===== config.mk =====
export PLATFORM = sky130hd
export DESIGN_NAME = onehot_encoder_pipe
export DESIGN_NICKNAME = d
export VERILOG_FILES = /design/src/rtl/onehot_encoder_pipe.sv
export SDC_FILE = /design/constraint.sdc
export NUM_CORES = 1
export LEC_CHECK = 0
export ABC_AREA = 1
export CAP_MARGIN = 25
export CORE_UTILIZATION = 50
export DETAILED_ROUTE_END_ITERATION = 8
export PLACE_DENSITY = 0.79
export SLEW_MARGIN = 20
export SYNTH_ARGS = -nofsm -noshare
export SYNTH_HDL_FRONTEND = slang
export SYNTH_SLANG_ARGS = --single-unit

===== constraint.sdc =====
create_clock -name clk -period 1.7 [get_ports clk]
set_input_delay 0.51 -clock clk [delete_from_list [all_inputs] [get_ports clk]]
set_output_delay 0.51 -clock clk [all_outputs]
set_load 0.02 [all_outputs]

===== src/rtl/onehot_encoder_pipe.sv =====
// Two-stage valid/ready pipeline that encodes a 16-bit one-hot word to a
// 4-bit index, flags zero/multi-hot words and counts them (saturating).
//
// Ports:
//   clk, rst        clock, synchronous active-high reset
//   enable          gates acceptance of new words; pipeline still drains
//   in_valid/ready  input handshake, in_data 16-bit word
//   out_valid/ready output handshake, out_index/out_zero/out_multi result
//   err_clr         synchronous clear of err_count
//   err_count       saturating count of malformed (zero or multi-hot) words
module onehot_encoder_pipe #(
    parameter bit          PRIORITY_HIGH = 1'b0,
    parameter int unsigned ERR_CNT_W     = 8
) (
    input  logic                 clk,
    input  logic                 rst,
    input  logic                 enable,
    input  logic                 in_valid,
    output logic                 in_ready,
    input  logic [15:0]          in_data,
    output logic                 out_valid,
    input  logic                 out_ready,
    output logic [3:0]           out_index,
    output logic                 out_zero,
    output logic                 out_multi,
    input  logic                 err_clr,
    output logic [ERR_CNT_W-1:0] err_count
);

    localparam logic [ERR_CNT_W-1:0] ERR_MAX = {ERR_CNT_W{1'b1}};
    localparam logic [ERR_CNT_W-1:0] ERR_ONE = ERR_CNT_W'(1);

    logic                 r_s1_valid;
    logic [15:0]          r_s1_data;
    logic                 r_out_valid;
    logic [3:0]           r_out_index;
    logic                 r_out_zero;
    logic                 r_out_multi;
    logic [ERR_CNT_W-1:0] r_err_count;

    logic                 w_s2_load;
    logic                 w_in_acc;
    logic [3:0]           w_idx;
    logic                 w_zero;
    logic                 w_multi;
    logic                 w_bad;

    // Stage 2 can take the stage-1 word when it is empty or draining now.
    assign w_s2_load = r_s1_valid && (!r_out_valid || out_ready);
    assign in_ready  = !rst && enable && (!r_s1_valid || w_s2_load);
    assign w_in_acc  = in_valid && in_ready;

    // Scan order decides which bit wins: the last match in the loop sticks.
    always_comb begin
        w_idx = 4'd0;
        if (PRIORITY_HIGH) begin
            for (int i = 0; i < 16; i++) begin
                if (r_s1_data[i]) w_idx = 4'(i);
            end
        end else begin
            for (int i = 15; i >= 0; i--) begin
                if (r_s1_data[i]) w_idx = 4'(i);
            end
        end
    end

    // Clearing the lowest set bit leaves something only if two or more were set.
    assign w_zero  = (r_s1_data == 16'h0000);
    assign w_multi = ((r_s1_data & (r_s1_data - 16'd1)) != 16'h0000);
    assign w_bad   = w_s2_load && (w_zero || w_multi);

    always_ff @(posedge clk) begin
        if (rst) begin
            r_s1_valid <= 1'b0;
            r_s1_data  <= 16'h0000;
        end else if (w_in_acc) begin
            r_s1_valid <= 1'b1;
            r_s1_data  <= in_data;
        end else if (w_s2_load) begin
            r_s1_valid <= 1'b0;
        end
    end

    always_ff @(posedge clk) begin
        if (rst) begin
            r_out_valid <= 1'b0;
            r_out_index <= 4'd0;
            r_out_zero  <= 1'b0;
            r_out_multi <= 1'b0;
        end else if (w_s2_load) begin
            r_out_valid <= 1'b1;
            r_out_index <= w_idx;
            r_out_zero  <= w_zero;
            r_out_multi <= w_multi;
        end else if (out_ready) begin
            r_out_valid <= 1'b0;
        end
    end

    // A clear coinciding with a malformed load leaves that one word counted.
    always_ff @(posedge clk) begin
        if (rst) begin
            r_err_count <= '0;
        end else if (err_clr) begin
            r_err_count <= w_bad ? ERR_ONE : '0;
        end else if (w_bad && (r_err_count != ERR_MAX)) begin
            r_err_count <= r_err_count + ERR_ONE;
        end
    end

    assign out_valid = r_out_valid;
    assign out_index = r_out_index;
    assign out_zero  = r_out_zero;
    assign out_multi = r_out_multi;
    assign err_count = r_err_count;

endmodule

==> qor.yml, run 1 <==
status: "finished with violations"
violations: "negative setup slack"
coreArea_um2: 3150
worstSetupStartpointType: "flip-flop"
post_cts_buffers: 0
ys_ff_latch: 32
grt_max_degree: 32
cts_tree: "built"
rsz0062_at_grt: "true"
slew_violations: 0
layout-drive-gt1-share_pct: 23.4
arrival_ns: 1.96
regArea_um2: 648
synth_cell_types: 25
p_leak_nw: 1.13
synth_area_leaders: "dfxtp_1 37%, nand2_1 15%, nor2_1 7.0%, a21oi_1 6.7%, inv_1 6.1%"
clk_pin_slew_ns: 0.10
cp-end-kind: "flip-flop"
place.gp.congestion: 0.881
die_area_um2: 3680
pwr-share-comb_pct: 26.6
via_per_inst: 4.87
dr_wl_met2_um: 2030
nFillCells: 269
syn_to_final_growth_pct: 39.7
overflow: 0
start_util_pct: 54.6
synth_cells: 267
p_clk_share_pct: 26.7
first_global_vias: 1553
cts_buffer_depth: 2
totalNegativeSetupSlack_ns: -0.00934
syn_nets: 290
rows: 20
wl_per_cell_um: 11.2
routed-via-count: 1798
ys_seq_area_share_pct: 37.2
routed_wl_um: 4120
fin_crit_ns: 1.71
r2r_slack_ns: -0.009
synthesis.area_um2: 1720
max_slew.worst_pin.slew_ns: 0.540
min_path_type: "flip-flop to flip-flop"
worstSkewPairLatency_ns: 0.35
intPower_mw: 1.19
cts_htree_levels: 2
drtIter0Drc: 81
max_freq_mhz: 585
wl_met1_um: 1870
post-route-period-util_pct: 101
clock-sinks: 32
gr-usage-all-layers_pct: 24.4
max_slew_margin_pct: 63.8
wl_met3_um: 153
ctsHoldBuffers: 0
p_switching_mw: 0.563
yosysWarnings: 0
yosys.area.top_type: "dfxtp_1"
grt_pass1_wl_um: 6520
antenna_left: 0
detailed_place_hpwl_um: 3020
routed.top_layer: "met4"
crit_type: "flip-flop to flip-flop"
nNetsFinal: 347
io_pins: 38
power_density_nw_per_um2: 730
setup_violations: 1
cts_buffers: 5
dp.cells: 361
setup_ws_ns: -0.00934
drcViolationCount: 0
cp_max_fo: 7
finalPower_mw: 1.76
syn_area_per_cell_um2: 6.45
finClkSkew_ns: 0.00724
synth_top_area_share_pct: 37.2
die_h_um: 60.7
p_seq_share_pct: 46.7
fin_cells: 369
io_buffers: 37
max-vdd-ir-drop_mv: 0.484
diodes: 0
cap_violations: 0
finalHoldViolCount: 0
die_w_um: 60.7
p_sw_share_pct: 32.0
drt-pass1-iter-count: 4
antenna_found_initial: 0
cts_root_buf: "clkbuf_4"
multi_input_area_um2: 1010
final_util_pct: 76.3
cp.required_ns: 1.95
## placed cells by master, fill, tap and decap left out
cell,instances
clkdlybuf4s50_1,18
dlygate4sd2_1,17
clkbuf_8,1
inv_1,26
nor4_2,2
a21oi_1,23
xor2_1,1
o21ai_0,19
ha_1,1
nor2_1,27
nand2_2,9
dfxtp_2,6
dfxtp_1,26
buf_4,18
buf_6,1
buf_12,1
clkbuf_2,1
o21ai_1,5
clkbuf_4,5
nand3_2,5
nand3_4,1
o21ai_2,1
nor2_4,5
nor3_4,1
nor2_2,7
clkbuf_1,2
nor3_1,4
nand4_1,2
nor4_1,1
clkinv_1,2
nand2_1,63
a21oi_2,1
nand2_4,3
inv_2,8
nand3_1,12
## synthesized netlist by cell type
cell,n
xor2_1,1
nand3_2,1
dfxtp_1,32
ha_1,1
nand3_1,17
nor3_4,1
buf_1,1
nor4_1,2
nor2_2,4
nand2_1,69
clkinv_1,2
a21oi_1,23
clkbuf_1,5
nand4_1,2
a21oi_2,1
o21ai_1,6
nand2_4,2
o21ai_0,19
inv_2,6
nand2_2,4
nor2_4,3
nor2_1,32
inv_1,28
nor4_2,1
nor3_1,4
## flip-flops by register name, summed over array words and instances (netlist names)
signal,count
out_multi,1
err_count,8
out_zero,1
r_s1_data,16
out_valid,1
out_index,4
r_s1_valid,1
## cell families (layout without fill, tap and decap cells)
| logic type | after synthesis | after routing | share of synthesized area [%] |
|---|---|---|---|
| compound gates | 49 | 49 | 14.5 |
| xor+xnor | 1 | 1 | 0.508 |
| fa+ha+maj | 1 | 1 | 0.726 |
| buf+inv | 42 | 100 | 9.15 |
| flops | 32 | 32 | 37.2 |
| simple gates | 142 | 142 | 38.0 |
## repair_timing
action	in CTS	in global routing
setup endpoints to repair	22	10
pin swaps	1	10
cloned	0	0
resized for setup	31	24
## worst paths after layout
path,startpoint,endpoint,depth (start not counted)
max,r_s1_data[1],err_count[5],12
min,out_multi,out_multi,2
max reg2reg,r_s1_data[1],err_count[5],12
min reg2reg,out_multi,out_multi,2
## power by group through the flow
stage / combinational (mW) / clock [mW] / sequential [mW]
after floorplan: 0.261 / 0 / 0.848
after global placement: 0.434 / 0 / 0.834
after detailed placement: 0.442 / 0 / 0.835
after CTS: 0.438 / 0.477 / 0.818
after global routing: 0.520 / 0.514 / 0.825
final: 0.468 / 0.470 / 0.820
## through the flow
stage	setup slack, ns	hold WS (ns)	area [um2]
after global placement	-0.701	0.454	2280
after CTS	-0.0210	0.466	2330
after detailed placement	-0.710	0.455	2280
final	-0.00934	0.465	2410
after global routing	-0.123	0.483	2410
after floorplan	0.00734	0.451	1720
## layer usage
metal	GRT usage [%]	vias to the layer above
met2	41.9	32
met5	0	-
met4	9.42	0
met3	7.25	6
met1	28.7	793
li1	-	967
## critical path: stages (launching register included)
cell	delay, ns
dfxtp_2	0.35
nor2_4	0.16
nand2_4	0.09
nor2_4	0.16
nand3_2	0.08
nand2_2	0.08
nand2_2	0.06
nor2_4	0.13
nand4_1	0.14
nand3_4	0.15
nand2_4	0.07
nor2_1	0.09
nor2_1	0.05
## layout make-up
class | count | share of cell area [%]
Sequential cell | 32 | 26.9
Clock buffer | 8 | 2.44
Tap cell | 44 | 2.29
Timing Repair Buffer | 56 | 20.8
Multi-Input combinational cell | 193 | 41.9
Inverter | 36 | 5.61
Note: power is estimated with default switching activity, not from simulation.
==> run 2: changes to the inputs <==
ABC_AREA = default   (was 1)
CORE_UTILIZATION = 49   (was 50)
SKIP_LAST_GASP = 1   (was default)
==> qor.yml, run 2 <==
rows: 20  # unchanged
synth_cell_types: 45  # +80%
first_global_vias: 1792  # +15%
die_h_um: 59.4  # -2.2%
cp.required_ns: 1.95  # about the same
synthesis.area_um2: 1610  # -6.4%
dpl_worst_slack_ns: -0.865  # -0.155 ns
dpl_cell_area_um2: 2330  # +2.2%
regMostFlops: "r_s1_data"
drt-pass1-iter-count: 4  # unchanged
io_buffers: 37  # unchanged
startpoint: "r_s1_data[4]"
cts_htree_levels: 2  # unchanged
cts_buffer_depth: 2  # unchanged
yosysMostFrequentCell: "nand2_1"
largest_register_ffs: 16  # unchanged
io_pins: 38  # unchanged
cts_root_buf: "clkbuf_4"
cp-endpoint: "err_count[0]"
max_slew.worst_pin.slew_ns: 0.453  # -0.0876 ns
clk_pin_slew_ns: 0.10  # about the same
antenna_left: 0  # unchanged
synth-async-reset-ratio_pct: 0  # unchanged
syn_to_final_growth_pct: 56.6
p_leak_nw: 1.11  # -1.8%
layout-drive-gt1-share_pct: 28.4  # +5.0 points
final_cell_mix: "39 x nand2_1, 36 x buf_4, 26 x dfxtp_1"
start_util_pct: 52.4  # -2.2 points
slowest_delay_ns: 0.54  # +0.19 ns
regArea_um2: 648  # unchanged
coreArea_um2: 3080  # -2.4%
r2r_slack_ns: -0.57  # -0.56 ns
layout_commonest_cell: "nand2_1"
setup_violations: 10  # +9
arrival_ns: 2.52  # +0.56 ns
ys_seq_area_share_pct: 39.7  # +2.5 points
grt_max_degree: 35  # +9.4%
reg2reg_from: "r_s1_data[4]"
ys_ff_latch: 32  # unchanged
die_area_um2: 3520  # -4.3%
drtIter0Drc: 84  # +3.7%
via_per_inst: 5.57  # +14%
cp_max_fo: 7  # unchanged
wl_per_cell_um: 14.8  # +33%
syn_nets: 221  # -24%
finalPower_mw: 1.80  # +2.6%
synth-edff-count: 0  # unchanged
power_density_nw_per_um2: 714  # -2.2%
rsz0062_at_grt: "true"
max_freq_mhz: 440  # -25%
slew_violations: 0  # unchanged
status: "finished with violations"
diodes: 0  # unchanged
synth_cells: 198  # -26%
cp_slowest_cell: "or4_4"
syn_area_per_cell_um2: 8.15  # +26%
fin_crit_ns: 2.27  # +0.565 ns
setup_ws_ns: -0.574  # -0.565 ns
die_w_um: 59.4  # -2.2%
cts_tree: "built"
crit_type: "flip-flop to flip-flop"
synth_area_leaders: "dfxtp_1 40%, nand2_1 9.3%, nand3b_1 6.5%, a21oi_1 4.0%, nor2_1 3.3%"
max-vdd-ir-drop_mv: 0.492  # +1.7%
max_slew_margin_pct: 69.4  # +5.6 points
nNetsFinal: 298  # -14%
nFillCells: 189  # -30%
place.gp.congestion: 0.896  # +1.7%
yosys.area.top_type: "dfxtp_1"
routed_wl_um: 4720  # +15%
finClkSkew_ns: 0.0107  # +0.00345 ns
clock-sinks: 32  # unchanged
cap_violations: 0  # unchanged
final_util_pct: 82.0  # +5.7 points
yosysWarnings: 0  # unchanged
reg2reg_to: "err_count[0]"
violations: "negative setup slack"
cts_buffers: 5  # unchanged
gr-usage-all-layers_pct: 31.1  # +6.6 points
synthTopCellsByCount: "40 x nand2_1, 32 x dfxtp_1, 14 x nand3b_1, 14 x nor2_1, 13 x a21oi_1"
min_path_type: "flip-flop to flip-flop"
crit_chain: "or4_4 > or3_4 > a22o_1 > nor4_4 > buf_6 > nor4b_1 > a2111oi_2"
synth_top_area_share_pct: 39.7  # +2.5 points
finalHoldViolCount: 0  # unchanged
detailed_place_hpwl_um: 3330  # +11%
drcViolationCount: 0  # unchanged
post-route-period-util_pct: 134  # +33 points
antenna_found_initial: 0  # unchanged
overflow: 0  # unchanged
grt_pass1_wl_um: 8000  # +23%
design_area_um2: 2520  # +4.9%
ctsHoldBuffers: 0  # unchanged
hold_slack_ns: 0.485  # +0.0195 ns
cp-end-kind: "flip-flop"
worstSetupStartpointType: "flip-flop"
multi_input_area_um2: 1030  # +1.6%
routed-via-count: 1778  # -1.1%
reg2reg_depth: 7  # -5
ys.flop_type: "dfxtp_1"
worstSkewPairLatency_ns: 0.34  # about the same
==> run 2: worst min-delay path by stage <==
stage | start | endpoint | slack, ns | cells after the start
4_1_cts | out_index[1] | out_index[1] | 0.48 | 2
3_5_place_dp | out_index[1] | out_index[1] | 0.47 | 2
6_report | out_index[1] | out_index[1] | 0.48 | 2
2_1_floorplan | r_s1_data[0] | out_index[0] | 0.47 | 1
3_3_place_gp | out_index[1] | out_index[1] | 0.46 | 2
5_1_grt | out_index[1] | out_index[1] | 0.51 | 2
==> run 2: kinds of logic after synthesis <==
family,synth area share (%)
adders and majority gates,2.09
and+or+nand+nor,34.4
DFF,39.7
xor gates and xnor gates,1.63
AOI/OAI and AO/OA,16.4
buffers and inverters,3.26
muxes,2.48
==> run 2: critical path: cells and delay by family (launching register included) <==
kind / cells / cell delay [ns]
compound gates: 2 / 0.51
buf+inv: 1 / 0.18
flops: 1 / 0.34
simple gates: 4 / 1.15
==> run 2: cell type report <==
type | instances | share of cell area (%)
multi-input combinational | 152 | 40.6
sequential | 32 | 25.7
clock buffer | 7 | 2.58
tap | 44 | 2.18
timing repair buffer | 78 | 28.0
inverter | 6 | 0.892
==> run 2: power breakdown <==
group          total [mW]  internal [mW]  switching, mW
sequential          0.803          0.780         0.0226
clock               0.497          0.234          0.263
combinational       0.504          0.268          0.236
==> run 2: timing repair <==
item | in CTS | in global routing
endpoints found under the setup margin | 40 | 20
pin swaps | 8 | 2
gates resized for setup | 27 | 23
endpoints found under the hold margin | 0 | 0
buffers inserted | 2 | 1
gates cloned | 0 | 0
==> run 2: through the flow <==
| step | setup TNS, ns | std cells |
|---|---|---|
| final | -4.82 | 319 |
| after global routing | -5.65 | 319 |
| after CTS | -5.05 | 318 |
| after detailed placement | -14.17 | 309 |
| after global placement | -12.05 | 309 |
| after floorplan | -4.67 | 198 |
==> run 2: metal layers <==
metal | wire, um | track usage, % | vias to the layer above
li1 | - | - | 874
met1 | 1850 | 32.2 | 827
met2 | 2510 | 54.1 | 64
met3 | 233 | 10.3 | 13
met4 | 119 | 18.4 | 0
met5 | 0 | 0 | -
